$ cat src/rtl/ltc2656_pkg.sv
// Shared constants and types for the LTC-2656 command path: driver command
// codes, DAC command nibbles, sequencer states and the queued request layout.
package ltc2656_pkg;

  localparam logic [1:0] CMD_NONE = 2'd0;
  localparam logic [1:0] CMD_XFER = 2'd1;
  localparam logic [1:0] CMD_LDAC = 2'd2;
  localparam logic [1:0] CMD_CLR  = 2'd3;

  localparam logic [3:0] NIB_WRITE_INPUT  = 4'h0;
  localparam logic [3:0] NIB_UPDATE       = 4'h1;
  localparam logic [3:0] NIB_WRITE_UPDATE = 4'h3;
  localparam logic [3:0] NIB_POWER_DOWN   = 4'h4;

  typedef enum logic [1:0] {
    S_IDLE,
    S_SETTLE,
    S_WAIT,
    S_LDAC
  } seq_state_t;

  typedef struct packed {
    logic        last;
    logic [3:0]  cmd;
    logic [3:0]  channel;
    logic [15:0] value;
  } dac_req_t;

  localparam int REQ_WIDTH = $bits(dac_req_t);

endpackage

$ cat src/rtl/ltc2656_sequencer_fifo.sv
// Generic synchronous FIFO with one extra pointer bit so full and empty are
// distinguishable; occupancy is derived combinationally from the pointers.
module sync_fifo #(
  parameter int WIDTH = 8,
  parameter int DEPTH = 16
) (
  input  logic                   clk,
  input  logic                   resetn,
  input  logic                   push,
  input  logic [WIDTH-1:0]       push_data,
  input  logic                   pop,
  output logic [WIDTH-1:0]       pop_data,
  output logic                   full,
  output logic                   empty,
  output logic [$clog2(DEPTH):0] count
);

  localparam int AW = $clog2(DEPTH);

  logic [WIDTH-1:0] mem [DEPTH];
  logic [AW:0]      wr_ptr;
  logic [AW:0]      rd_ptr;

  always_ff @(posedge clk) begin
    if (!resetn) begin
      wr_ptr <= '0;
      rd_ptr <= '0;
    end else begin
      if (push && !full)
        wr_ptr <= wr_ptr + 1'b1;
      if (pop && !empty)
        rd_ptr <= rd_ptr + 1'b1;
    end
  end

  // Storage is not reset; a flush only needs the pointers cleared.
  always_ff @(posedge clk) begin
    if (push && !full)
      mem[wr_ptr[AW-1:0]] <= push_data;
  end

  assign count    = wr_ptr - rd_ptr;
  assign full     = (count == (AW + 1)'(DEPTH));
  assign empty    = (wr_ptr == rd_ptr);
  assign pop_data = mem[rd_ptr[AW-1:0]];

endmodule

$ cat src/rtl/ltc2656_sequencer.sv
// Queues DAC channel updates and hands them to the LTC-2656 SPI driver one at a
// time, adding an LDAC after batch ends and forwarding CLR at safe boundaries.
module ltc2656_sequencer
  import ltc2656_pkg::*;
#(
  parameter int FIFO_DEPTH = 16,
  parameter bit AUTO_LDAC  = 1'b1
) (
  input  logic                        clk,
  input  logic                        resetn,
  input  logic                        in_valid,
  output logic                        in_ready,
  input  logic [3:0]                  in_cmd,
  input  logic [3:0]                  in_channel,
  input  logic [15:0]                 in_value,
  input  logic                        in_last,
  input  logic                        clr_req,
  input  logic                        drv_idle,
  output logic [1:0]                  drv_command,
  output logic [3:0]                  drv_cmd,
  output logic [3:0]                  drv_channel,
  output logic [15:0]                 drv_value,
  output logic                        busy,
  output logic [$clog2(FIFO_DEPTH):0] fifo_count
);

  seq_state_t state;
  dac_req_t   in_req;
  dac_req_t   head;
  logic       fifo_full;
  logic       fifo_empty;
  logic       pop;
  logic       clr_pending;
  logic       ldac_due;

  assign in_req   = {in_last, in_cmd, in_channel, in_value};
  assign in_ready = !fifo_full;
  assign pop      = (state == S_IDLE) && drv_idle && !clr_pending && !fifo_empty;
  assign busy     = (state != S_IDLE) || !fifo_empty || clr_pending;

  sync_fifo #(
    .WIDTH (REQ_WIDTH),
    .DEPTH (FIFO_DEPTH)
  ) u_fifo (
    .clk       (clk),
    .resetn    (resetn),
    .push      (in_valid && in_ready),
    .push_data (in_req),
    .pop       (pop),
    .pop_data  (head),
    .full      (fifo_full),
    .empty     (fifo_empty),
    .count     (fifo_count)
  );

  // A CLR raised while one is already pending merges into it; issuing the CLR
  // is the only thing that retires the pending flag.
  always_ff @(posedge clk) begin
    if (!resetn) begin
      state       <= S_IDLE;
      drv_command <= CMD_NONE;
      drv_cmd     <= '0;
      drv_channel <= '0;
      drv_value   <= '0;
      clr_pending <= 1'b0;
      ldac_due    <= 1'b0;
    end else begin
      drv_command <= CMD_NONE;
      if (clr_req)
        clr_pending <= 1'b1;

      case (state)
        S_IDLE: begin
          if (drv_idle && clr_pending) begin
            drv_command <= CMD_CLR;
            clr_pending <= 1'b0;
            state       <= S_SETTLE;
          end else if (pop) begin
            drv_command <= CMD_XFER;
            drv_cmd     <= head.cmd;
            drv_channel <= head.channel;
            drv_value   <= head.value;
            ldac_due    <= AUTO_LDAC && head.last;
            state       <= S_SETTLE;
          end
        end
        // drv_idle is stale in the cycle right after a command pulse.
        S_SETTLE: state <= S_WAIT;
        S_WAIT: begin
          if (drv_idle)
            state <= ldac_due ? S_LDAC : S_IDLE;
        end
        S_LDAC: begin
          drv_command <= CMD_LDAC;
          ldac_due    <= 1'b0;
          state       <= S_SETTLE;
        end
        default: state <= S_IDLE;
      endcase
    end
  end

endmodule

$ cat config.mk
export PLATFORM = sky130hd
export DESIGN_NAME = ltc2656_sequencer
export DESIGN_NICKNAME = d
export VERILOG_FILES = /design/src/rtl/ltc2656_pkg.sv /design/src/rtl/ltc2656_sequencer_fifo.sv /design/src/rtl/ltc2656_sequencer.sv
export SDC_FILE = /design/constraint.sdc
export NUM_CORES = 1
export LEC_CHECK = 0
export ABC_AREA = 1
export ABC_CLOCK_PERIOD_IN_PS = 7650
export CAP_MARGIN = 20
export CELL_PAD_IN_SITES_DETAIL_PLACEMENT = 1
export CELL_PAD_IN_SITES_GLOBAL_PLACEMENT = 1
export CORE_UTILIZATION = 53
export DETAILED_ROUTE_END_ITERATION = 6
export PLACE_DENSITY_LB_ADDON = 0.05
export REMOVE_ABC_BUFFERS = 1
export SLEW_MARGIN = 20
export SYNTH_ARGS = -nofsm -noshare
export SYNTH_HDL_FRONTEND = slang
export SYNTH_SLANG_ARGS = --single-unit
$ cat constraint.sdc
create_clock -name clk -period 7.65 [get_ports clk]
set_clock_uncertainty 0.1 [all_clocks]
set_input_delay 1.1475 -clock clk [delete_from_list [all_inputs] [get_ports clk]]
set_output_delay 1.1475 -clock clk [all_outputs]
set_load 0.005 [all_outputs]
==> qor.txt, run 1 <==
YOSYS
----------------------------------------------------------------------------------------
Count of distinct cell types in the synthesized netlist                               27
Synth Instances                                                                     1561
Portion of synthesized cell area occupied by the leading cell type                 66.7%
Avg Synthesized Cell Area                                                      11.5 um^2
Library cell with the largest summed area after synthesis                   sky130_fd_sc_hd__edfxtp_1
Leading cell types by total area after synthesis                            sky130_fd_sc_hd__edfxtp_1 67%, sky130_fd_sc_hd__nor2_1 7.9%, sky130_fd_sc_hd__dfxtp_1 4.9%, sky130_fd_sc_hd__nand3_1 4.7%, sky130_fd_sc_hd__o21ai_0 3.9%
Flip-flop and latch count after synthesis                                            444
Sequential share of the synthesized area                                           71.6%
Post-synth ARST share                                                                 0%
Main synth FF type                                                          sky130_fd_sc_hd__edfxtp_1
Number of warnings issued by yosys                                                     0
Mapped Area                                                                   18000 um^2
Number of enable-type register cells in the synthesized netlist                      400

WORST SETUP PATH
----------------------------------------------------------------------------------------
Worst R2R Path Depth                                                                  10
Startpoint of the most critical register-to-register path                   u_fifo.wr_ptr[0]
FF-to-FF setup slack                                                             3.19 ns
Data required, critical path                                                     7.78 ns
Worst Setup End Kind                                                            register
Arrival time at the worst endpoint                                               4.58 ns
Worst setup path category                                                   register to register
Worst setup path startpoint                                                 u_fifo.wr_ptr[0]
Maximum fanout along the worst path                                                   16
Launching element type of the critical path                                     register
Reg-to-reg critical path endpoint                                           u_fifo.mem[2][0]

CLOCKING
----------------------------------------------------------------------------------------
Count of cells resized by post-cts repair                                              0
Hold-fix buffer count after cts                                                        0
Number of buffers inserted to repair setup after CTS                                   0
H-tree depth                                                                           2
TritonCTS Buffers                                                                     46
TritonCTS clock tree                                                                 yes
Worst-path clk slew                                                              0.06 ns
Clock insertion delay at the later pin of the skew report                        0.55 ns
Clk sinks                                                                            444
Cell at the root of the clock tree                                          sky130_fd_sc_hd__clkbuf_16
Number of buffers on the longest clock path                                            3

FINISH
----------------------------------------------------------------------------------------
Final instance area                                                           20500 um^2
Antenna diodes                                                                         0
Number of nets in the finished design                                               1649
Relative area change from synthesis to final layout                                13.9%
Layout cell share with drive strength beyond 1                                     7.12%

WORST HOLD PATH
----------------------------------------------------------------------------------------
Endpoint with the worst hold slack                                              ldac_due
Class of the worst hold path                                                register to register
Start point of the worst min-delay path                                         ldac_due
Hold-critical path depth                                                               2

TIMING
----------------------------------------------------------------------------------------
Final setup vio count                                                                  0
Final TNS setup                                                                     0 ns
Highest achievable clock rate                                                    224 MHz
Hold violation total from the final report                                             0
Worst-case setup margin in the final layout                                      3.19 ns
Final period util                                                                  58.2%
Final worst hold slack                                                          0.391 ns
Setup repair after global routing missed its margin                                false
Final Max Slew Viols                                                                   0
Headroom to the max-slew limit                                                     26.6%
Worst Tran Pin Value                                                             1.10 ns
Minimum clock period                                                             4.46 ns

PLACEMENT
----------------------------------------------------------------------------------------
Placed wire-length estimate                                                     28500 um
Port Buf Inserts                                                                      62
Placed instance area                                                          19000 um^2
Post-placement worst setup slack                                                 3.28 ns
Placer congestion estimate                                                         0.797

ROUTE
----------------------------------------------------------------------------------------
Detail Route met2 WL                                                            25900 um
Post-detailed-routing wire length                                               50100 um
Wire length the detailed router placed on met1                                  20500 um
Number of search-and-repair iterations in the first detailed-routing pass              5
Routed met3 length                                                               2230 um
Detailed-route via count                                                           12.2k
Drt via density                                                                     5.84
Residual DRC count                                                                     0
Top sig layer                                                                       met5
Remaining antenna violation count after routing                                        0
Average wire length per cell after detail routing                                24.0 um
Iteration-0 DRC Markers                                                             1057

POWER
----------------------------------------------------------------------------------------
Maximum VDD drop                                                              0.000255 V
Reported leakage power                                                           7.16 nW
Power density over cell area                                                 304 nW/um^2
Design Power                                                                   0.00624 W

FLOORPLANNING
----------------------------------------------------------------------------------------
Core Area                                                                     33400 um^2
Initial standard-cell utilization of the core                                      53.8%
Standard-cell rows                                                                    67
Floorplan die area                                                            34700 um^2
Die span in x                                                                     186 um
Number of top-level pins                                                              63
Height of the chip                                                                186 um

FLOW RUN
----------------------------------------------------------------------------------------
Total of max-cap violations                                                            0

GLOBAL ROUTE
----------------------------------------------------------------------------------------
Total global-route track usage                                                     29.1%
GRT Residual Overflow                                                                  0
Number of global-route vias before repair                                          13.1k
Antenna violations before repair                                                       1
Largest net degree at the start of global routing                                    100
Wire length of the first global-routing pass                                    76600 um

OUTCOME
----------------------------------------------------------------------------------------
Result of the run                                                           finished clean

Yosys cell counts, types with 5 or more instances:
cell type	count
sky130_fd_sc_hd__a21oi_1	14
sky130_fd_sc_hd__buf_1	7
sky130_fd_sc_hd__buf_2	49
sky130_fd_sc_hd__buf_6	5
sky130_fd_sc_hd__clkbuf_1	28
sky130_fd_sc_hd__dfxtp_1	44
sky130_fd_sc_hd__edfxtp_1	400
sky130_fd_sc_hd__ha_1	13
sky130_fd_sc_hd__inv_1	92
sky130_fd_sc_hd__nand2_1	105
sky130_fd_sc_hd__nand3_1	168
sky130_fd_sc_hd__nor2_1	379
sky130_fd_sc_hd__nor3_1	20
sky130_fd_sc_hd__o211ai_1	48
sky130_fd_sc_hd__o21ai_0	141
sky130_fd_sc_hd__o21ai_1	32
state kept, by name, summed over array words and instances, names as in the netlist, named ones only:
register       count
u_fifo.mem       400
drv_value         16
u_fifo.rd_ptr      5
u_fifo.wr_ptr      5
drv_channel        4
drv_cmd            4
drv_command        2
state              2
clr_pending        1
ldac_due           1
routing by layer:
metal  track usage, %  vias to the layer above
met4             9.47                        2
li1                 -                     5541
met5                0                        -
met2             51.3                      337
met1             37.5                     6253
met3             3.33                       85
cell type report:
| type | instances | area [um^2] |
|---|---|---|
| fill | 3358 | 12900 |
| inverter | 96 | 365 |
| timing repair buffer | 88 | 820 |
| multi-input combinational | 929 | 4370 |
| clock inverter | 24 | 209 |
| tap | 448 | 561 |
| clock buffer | 62 | 1280 |
| sequential | 444 | 12900 |
kinds of logic (layout without fill, tap and decap cells):
group	after synthesis	in the layout	share of synthesized area, %
flip-flops	444	444	71.6
AO/OA/AOI/OAI	236	236	7.23
XOR/XNOR	1	1	0.0487
adder cells (fa/ha/maj)	14	14	1.01
AND/OR/NAND/NOR	678	678	15.5
buffers and inverters	188	270	4.55
metrics by stage:
step                      instances  util (%)
after floorplan                1469         -
after detailed placement       2005      56.8
after CTS                      2091      61.3
after global routing           2091      61.3
final                          2091      61.3
after global placement         2005      56.8
cells in the final DEF, fill, tap and decap left out, types with 32 or more instances in the layout:
cell / instances
sky130_fd_sc_hd__clkbuf_16: 49
sky130_fd_sc_hd__clkdlybuf4s50_1: 62
sky130_fd_sc_hd__dfxtp_1: 41
sky130_fd_sc_hd__edfxtp_1: 400
sky130_fd_sc_hd__inv_1: 90
sky130_fd_sc_hd__nand2_1: 105
sky130_fd_sc_hd__nand3_1: 168
sky130_fd_sc_hd__nor2_1: 379
sky130_fd_sc_hd__o211ai_1: 48
sky130_fd_sc_hd__o21ai_0: 141
sky130_fd_sc_hd__o21ai_1: 32
critical path: stages, from the launching register on:
cell and delay, ns:
sky130_fd_sc_hd__dfxtp_1 0.39, sky130_fd_sc_hd__inv_1 0.13, sky130_fd_sc_hd__ha_1 0.22, sky130_fd_sc_hd__fa_1 0.41, sky130_fd_sc_hd__nand3b_1 0.21, sky130_fd_sc_hd__nand3_1 0.10, sky130_fd_sc_hd__nand2_1 0.07, sky130_fd_sc_hd__nand3_1 0.38
sky130_fd_sc_hd__nand2_1 0.67, sky130_fd_sc_hd__nor3_2 1.00, sky130_fd_sc_hd__buf_4 0.43
worst max-delay path by stage:
stage	end	slack (ns)	cells past startpoint
2_1_floorplan	drv_channel[2]	1.19	9
3_3_place_gp	u_fifo.mem[8][6]	3.43	10
3_5_place_dp	u_fifo.mem[8][6]	3.28	10
4_1_cts	u_fifo.mem[2][15]	3.23	10
5_1_grt	u_fifo.mem[2][0]	2.98	10
6_report	u_fifo.mem[2][0]	3.19	10
where the power goes:
group	internal (W)	switching [W]	total, W
combinational	0.000398	0.000798	0.00120
clock	0.00131	0.000917	0.00223
sequential	0.00275	0.0000708	0.00282
total	0.00446	0.00179	0.00624
Note: power is estimated with default switching activity, not from simulation.
==> run 2: changes to the inputs <==
--- a/config.mk
+++ b/config.mk
@@ -6,11 +6,11 @@
 export NUM_CORES = 1
 export LEC_CHECK = 0
 export ABC_AREA = 1
-export ABC_CLOCK_PERIOD_IN_PS = 7650
+export ABC_CLOCK_PERIOD_IN_PS = 4100
 export CAP_MARGIN = 20
 export CELL_PAD_IN_SITES_DETAIL_PLACEMENT = 1
 export CELL_PAD_IN_SITES_GLOBAL_PLACEMENT = 1
-export CORE_UTILIZATION = 53
+export CORE_UTILIZATION = 50
 export DETAILED_ROUTE_END_ITERATION = 6
 export PLACE_DENSITY_LB_ADDON = 0.05
 export REMOVE_ABC_BUFFERS = 1
==> constraint.sdc (replaced) <==
create_clock -name clk -period 4.1 [get_ports clk]
set_clock_uncertainty 0.1 [all_clocks]
set_input_delay 0.615 -clock clk [delete_from_list [all_inputs] [get_ports clk]]
set_output_delay 0.615 -clock clk [all_outputs]
set_load 0.005 [all_outputs]
==> run 2 against run 1 <==
First-iteration DRC count shrank 22%. Setup slack lost 2.5 ns. Critical path depth shrank 2. Register-to-register slack lost 2.4 ns. Hold slack gained 0.024 ns. Via count shrank 1.1%. Die area grew 5.9%. Routed wire length shrank 0.69%. Sequential power grew 85%. Global-route usage shrank 1.5 points. Highest routed layer is now met4.
==> qor.txt, run 2 (synthesized netlist as in run 1, its figures left out) <==
PLACEMENT
----------------------------------------------------------------------------------------
Post-placement worst setup slack                                                0.824 ns
Placed wire-length estimate                                                     29000 um
Placer congestion estimate                                                         0.776
Port Buf Inserts                                                                      62

FINISH
----------------------------------------------------------------------------------------
Filler instances                                                                    3617
Sequential Area                                                               12900 um^2
Most frequent standard cell in the layout excluding fill and tap cells      sky130_fd_sc_hd__edfxtp_1
Antenna diodes                                                                         0
Top library cells by usage in the layout, fill and taps aside               400 x sky130_fd_sc_hd__edfxtp_1, 379 x sky130_fd_sc_hd__nor2_1, 168 x sky130_fd_sc_hd__nand3_1, 141 x sky130_fd_sc_hd__o21ai_0, 105 x sky130_fd_sc_hd__nand2_1
Number of flip-flops in the largest register                                         400
Number of nets in the finished design                                               1660
Layout cell share with drive strength beyond 1                                     7.86%
Relative area change from synthesis to final layout                                14.7%
Multi-input gate area in the final layout                                      4370 um^2

WORST SETUP PATH
----------------------------------------------------------------------------------------
Delay of the slowest cell on the worst path                                      0.52 ns
Cell class contributing the biggest share of worst-path delay               buffers and inverters
Cell with the largest stage delay on the worst path                         sky130_fd_sc_hd__clkdlybuf4s50_1
Data required, critical path                                                     3.38 ns
Arrival time at the worst endpoint                                               2.71 ns
Worst Setup End Kind                                                         output port
Startpoint of the most critical register-to-register path                   u_fifo.wr_ptr[0]
Critical-path cell list                                                     inv_1 -> ha_1 -> fa_1 -> nand3b_1 -> nand3_1 -> nand2_1 -> nand3_1 -> clkdlybuf4s50_1
Reg-to-reg critical path endpoint                                           u_fifo.mem[0][6]
Launching element type of the critical path                                     register
Maximum fanout along the worst path                                                    5
Cell with the most instances on the worst path                              sky130_fd_sc_hd__nand3_1
FF-to-FF setup slack                                                             0.80 ns
Buf/Inv on CP                                                                          2
Worst setup path category                                                   register to output port
Worst R2R Path Depth                                                                  12

CLOCKING
----------------------------------------------------------------------------------------
Count of cells resized by post-cts repair                                              0
TritonCTS clock tree                                                                 yes
Hold-fix buffer count after cts                                                        0
H-tree depth                                                                           2
Clk sinks                                                                            444
Clock insertion delay at the later pin of the skew report                        0.56 ns
Number of buffers inserted to repair setup after CTS                                   0
TritonCTS Buffers                                                                     46
Cell at the root of the clock tree                                          sky130_fd_sc_hd__clkbuf_16
Worst-path clk slew                                                              0.07 ns
Number of buffers on the longest clock path                                            3

POWER
----------------------------------------------------------------------------------------
Reported leakage power                                                           7.22 nW
Design Power                                                                    0.0116 W
Maximum VDD drop                                                              0.000427 V
Power density over cell area                                                 560 nW/um^2

TIMING
----------------------------------------------------------------------------------------
Minimum clock period                                                             3.42 ns
Final setup vio count                                                                  0
Final period util                                                                  83.5%
Setup repair after global routing missed its margin                                false
Worst-case setup margin in the final layout                                     0.676 ns
Highest achievable clock rate                                                    292 MHz
Headroom to the max-slew limit                                                     27.6%
Worst Tran Pin Value                                                             1.09 ns
Hold violation total from the final report                                             0
Final Max Slew Viols                                                                   0

ROUTE
----------------------------------------------------------------------------------------
Detailed-route via count                                                           12.1k
Drt via density                                                                     5.71
Post-detailed-routing wire length                                               49700 um
Iteration-0 DRC Markers                                                              821
Routed met3 length                                                               2420 um
Average wire length per cell after detail routing                                23.5 um
Top sig layer                                                                       met4
Detail Route met2 WL                                                            24700 um
Number of search-and-repair iterations in the first detailed-routing pass              4
Remaining antenna violation count after routing                                        0
Residual DRC count                                                                     0
Wire length the detailed router placed on met1                                  21200 um

FLOORPLANNING
----------------------------------------------------------------------------------------
Initial standard-cell utilization of the core                                      50.7%
Die span in x                                                                     192 um
Core Area                                                                     35500 um^2
Height of the chip                                                                192 um
Number of top-level pins                                                              63
Floorplan die area                                                            36800 um^2
Standard-cell rows                                                                    69

WORST HOLD PATH
----------------------------------------------------------------------------------------
Endpoint with the worst hold slack                                              ldac_due
Hold-critical path depth                                                               2
Start point of the worst min-delay path                                         ldac_due
Class of the worst hold path                                                register to register

FLOW RUN
----------------------------------------------------------------------------------------
Total of max-cap violations                                                            0

GLOBAL ROUTE
----------------------------------------------------------------------------------------
Antenna violations before repair                                                       1
Total global-route track usage                                                     27.6%
GRT Residual Overflow                                                                  0
Largest net degree at the start of global routing                                    225
Wire length of the first global-routing pass                                    74700 um
Number of global-route vias before repair                                          12.6k

OUTCOME
----------------------------------------------------------------------------------------
Result of the run                                                           finished clean

run 2: cell count changes in the layout (fill, tap and decap cells not counted):
cell,delta
sky130_fd_sc_hd__buf_12,+5
sky130_fd_sc_hd__buf_16,+1
sky130_fd_sc_hd__buf_4,+6
sky130_fd_sc_hd__buf_6,-1
sky130_fd_sc_hd__bufinv_16,-3
sky130_fd_sc_hd__clkbuf_1,+1
sky130_fd_sc_hd__clkbuf_8,+3
sky130_fd_sc_hd__clkinv_1,-3
sky130_fd_sc_hd__clkinv_4,+2
sky130_fd_sc_hd__clkinvlp_4,+1
sky130_fd_sc_hd__inv_2,-1
run 2: metal layers:
layer  up-vias  GRT usage (%)
met5         -              0
met2       308           46.7
met1      6134           36.5
met3        77           4.24
met4         0           8.97
li1       5561              -
run 2: layout make-up:
type / count / area share [%]
multi-input cells: 929 / 21.2
inverters: 96 / 1.77
flip-flops and latches: 444 / 62.5
well taps: 461 / 2.79
clock buffers: 66 / 6.44
clock inverters: 20 / 0.624
repair buffers: 99 / 4.75
run 2: report_power, final:
part	switching, W	internal, W
Sequential	0.0000941	0.00513
Clock	0.00171	0.00232
Combinational	0.00153	0.000777
Total	0.00333	0.00823
run 2: worst max-delay path by stage:
| stage | startpoint | end | slack [ns] | cells past startpoint |
|---|---|---|---|---|
| floorplan | register | drv_channel[2] | -2.36 | 9 |
| global placement | u_fifo.wr_ptr[0] | u_fifo.mem[0][6] | 0.96 | 12 |
| detailed placement | u_fifo.wr_ptr[0] | u_fifo.mem[0][17] | 0.82 | 12 |
| CTS | u_fifo.wr_ptr[0] | in_ready | 0.63 | 8 |
| global route | u_fifo.wr_ptr[0] | in_ready | 0.51 | 9 |
| finish | u_fifo.wr_ptr[0] | in_ready | 0.68 | 8 |
run 2: per-stage QoR:
step           cell area, um^2  hold slack [ns]  instances  util [%]  TNS [ns]
6_report                 20700            0.415       2115      58.2         0
5_1_grt                  20700            0.444       2115      58.2         0
4_1_cts                  20700            0.421       2115      58.2         0
3_5_place_dp             19200            0.401       2029      54.1         0
3_3_place_gp             19200            0.374       2028      54.0         0
2_1_floorplan            17500            0.344       1469         -   -151.48
run 2: worst min-delay path: cells and delay by family, from the launching register on:
family	cells	cell delay [ns]
compound gates	1	0.06
flops	1	0.33
simple gates	1	0.07
==> run 3: changes to the inputs <==
--- a/config.mk
+++ b/config.mk
@@ -6,7 +6,7 @@
 export NUM_CORES = 1
 export LEC_CHECK = 0
 export ABC_AREA = 1
-export ABC_CLOCK_PERIOD_IN_PS = 4100
+export ABC_CLOCK_PERIOD_IN_PS = 3200
 export CAP_MARGIN = 20
 export CELL_PAD_IN_SITES_DETAIL_PLACEMENT = 1
 export CELL_PAD_IN_SITES_GLOBAL_PLACEMENT = 1
==> constraint.sdc (replaced) <==
create_clock -name clk -period 3.2 [get_ports clk]
set_clock_uncertainty 0.1 [all_clocks]
set_input_delay 0.48 -clock clk [delete_from_list [all_inputs] [get_ports clk]]
set_output_delay 0.48 -clock clk [all_outputs]
set_load 0.005 [all_outputs]
==> run 3 against run 2 <==
Global-route usage up 0.55 points. Non-clock buffer count grew 19. Power is 30% higher. Design area grew 1.1%. Hold slack got worse by 0.043 ns. Sequential share of layout area down 0.65 points. Sequential power is 28% higher. Register-to-register slack lost 0.39 ns. Combinational power grew 34%. Largest cell class unchanged. Highest routed layer is now met5.
==> qor.txt, run 3 (synthesized netlist as in run 1, its figures left out) <==
FLOORPLANNING
----------------------------------------------------------------------------------------
Core Area                                                                     35500 um^2
Floorplan die area                                                            36800 um^2
Height of the chip                                                                192 um
Die span in x                                                                     192 um
Standard-cell rows                                                                    69
Number of top-level pins                                                              63
Initial standard-cell utilization of the core                                      50.7%

WORST SETUP PATH
----------------------------------------------------------------------------------------
Arrival time at the worst endpoint                                               2.47 ns
Maximum fanout along the worst path                                                    5
Worst R2R Path Depth                                                                  11
FF-to-FF setup slack                                                             0.41 ns
Buf/Inv on CP                                                                          2
Worst setup path category                                                   register to output port
Data required, critical path                                                     2.62 ns
Cell with the most instances on the worst path                              sky130_fd_sc_hd__nand2_1
Startpoint of the most critical register-to-register path                   u_fifo.wr_ptr[0]
Cell class contributing the biggest share of worst-path delay               simple AND/OR/NAND/NOR gates
Worst Setup End Kind                                                         output port
Critical-path cell list                                                     inv_1 -> ha_1 -> nand2_1 -> nor2_1 -> nand2_1 -> or3_1 -> clkdlybuf4s50_1
Launching element type of the critical path                                     register
Cell with the largest stage delay on the worst path                         sky130_fd_sc_hd__clkdlybuf4s50_1
Delay of the slowest cell on the worst path                                      0.47 ns
Reg-to-reg critical path endpoint                                           u_fifo.mem[10][2]

TIMING
----------------------------------------------------------------------------------------
Final Max Slew Viols                                                                   0
Final period util                                                                  95.2%
Setup repair after global routing missed its margin                                false
Final setup vio count                                                                  0
Hold violation total from the final report                                             0
Highest achievable clock rate                                                    328 MHz
Worst Tran Pin Value                                                             1.04 ns
Headroom to the max-slew limit                                                     30.6%
Minimum clock period                                                             3.05 ns

CLOCKING
----------------------------------------------------------------------------------------
Number of buffers on the longest clock path                                            3
Hold-fix buffer count after cts                                                        0
Clock insertion delay at the later pin of the skew report                        0.54 ns
Worst-path clk slew                                                              0.06 ns
H-tree depth                                                                           2
Clk sinks                                                                            444
TritonCTS clock tree                                                                 yes
Cell at the root of the clock tree                                          sky130_fd_sc_hd__clkbuf_16
TritonCTS Buffers                                                                     46

ROUTE
----------------------------------------------------------------------------------------
Iteration-0 DRC Markers                                                              874
Number of search-and-repair iterations in the first detailed-routing pass              5
Residual DRC count                                                                     0
Detailed-route via count                                                           12.3k
Post-detailed-routing wire length                                               51100 um
Remaining antenna violation count after routing                                        0
Average wire length per cell after detail routing                                24.0 um
Drt via density                                                                     5.77

POWER
----------------------------------------------------------------------------------------
Maximum VDD drop                                                              0.000485 V
Reported leakage power                                                           7.32 nW
Power density over cell area                                                 721 nW/um^2

WORST HOLD PATH
----------------------------------------------------------------------------------------
Start point of the worst min-delay path                                         ldac_due
Endpoint with the worst hold slack                                              ldac_due
Hold-critical path depth                                                               2
Class of the worst hold path                                                register to register

FINISH
----------------------------------------------------------------------------------------
Sequential Area                                                               12900 um^2
Number of nets in the finished design                                               1679
Most frequent standard cell in the layout excluding fill and tap cells      sky130_fd_sc_hd__edfxtp_1
Relative area change from synthesis to final layout                                15.9%
Final instance area                                                           20900 um^2
Multi-input gate area in the final layout                                      4390 um^2
Antenna diodes                                                                         0
Final Instance Count excl. Fillers                                                  2130
Top library cells by usage in the layout, fill and taps aside               400 x sky130_fd_sc_hd__edfxtp_1, 379 x sky130_fd_sc_hd__nor2_1, 167 x sky130_fd_sc_hd__nand3_1, 141 x sky130_fd_sc_hd__o21ai_0, 105 x sky130_fd_sc_hd__nand2_1
Number of flip-flops in the largest register                                         400
Layout cell share with drive strength beyond 1                                     8.81%
Filler instances                                                                    3611

GLOBAL ROUTE
----------------------------------------------------------------------------------------
Number of global-route vias before repair                                          12.6k
GRT Residual Overflow                                                                  0
GR Util met1                                                                       36.5%
GR met2 Demand/Resource                                                            47.6%
Largest net degree at the start of global routing                                    198
Antenna violations before repair                                                       1
Met3 routing resource usage after global routing                                   4.75%
GR peak layer                                                                       met2
Total global-route track usage                                                     28.2%
Wire length of the first global-routing pass                                    75800 um

OUTCOME
----------------------------------------------------------------------------------------
Result of the run                                                           finished clean

PLACEMENT
----------------------------------------------------------------------------------------
Placer congestion estimate                                                         0.815
Placed instance area                                                          19400 um^2
Port Buf Inserts                                                                      62
Placed wire-length estimate                                                     31100 um
Number of instances in the placed design                                            2047

FLOW RUN
----------------------------------------------------------------------------------------
Total of max-cap violations                                                            0

-- run 3: report_power, final --
part           internal (W)  switching [W]  total [W]
registers           0.00657       0.000108    0.00668
logic               0.00108        0.00202    0.00310
clock network       0.00311        0.00215    0.00526
-- run 3: how the worst max path moves through the flow --
| stage | start | to | slack, ns | cells past startpoint |
|---|---|---|---|---|
| final | u_fifo.rd_ptr[3] | busy | 0.15 | 7 |
| after global routing | u_fifo.wr_ptr[0] | fifo_count[4] | 0.007 | 9 |
| after detailed placement | u_fifo.wr_ptr[0] | u_fifo.mem[14][0] | 0.04 | 10 |
| after CTS | u_fifo.rd_ptr[1] | busy | 0.09 | 7 |
| after floorplan | register | drv_channel[2] | -3.26 | 9 |
| after global placement | u_fifo.wr_ptr[0] | u_fifo.mem[14][23] | 0.13 | 10 |
-- run 3: through the flow --
step	TNS [ns]	utilization [%]	hold slack (ns)	power [W]	worst slack (ns)
floorplan	-533.98	-	0.344	0.00854	-3.26
global placement	0	54.6	0.362	0.00978	0.129
detailed placement	0	54.6	0.357	0.00987	0.0449
CTS	0	58.8	0.373	0.0151	0.0865
global route	0	58.8	0.426	0.0156	0.00715
finish	0	58.8	0.372	0.0150	0.153
-- run 3: per-layer routing --
| metal | wire length (um) | vias to the layer above |
|---|---|---|
| met5 | 13 | - |
| met4 | 1610 | 2 |
| met3 | 2860 | 102 |
| met2 | 25300 | 353 |
| met1 | 21300 | 6244 |
| li1 | - | 5594 |
-- run 3: worst register-to-register path, delay by kind of cell (launching register included) --
family	cells	cell delay, ns
AND/OR/NAND/NOR	6	0.75
adder cells (fa/ha/maj)	2	0.52
flip-flops	1	0.33
buffers and inverters	3	0.73
-- run 3: repair_timing --
action / in CTS / in global routing
pin swaps: 1 / 0
gates resized for setup: 6 / 2
endpoints found under the setup margin: 1 / 15
endpoints found under the hold margin: 0 / 0
setup buffers: 1 / 0
-- run 3: layout make-up --
cell class	count	area share [%]
Timing Repair Buffer	118	5.54
Clock inverter	11	0.480
Sequential cell	444	61.8
Inverter	96	1.75
Multi-Input combinational cell	929	21.1
Tap cell	461	2.76
Clock buffer	71	6.61
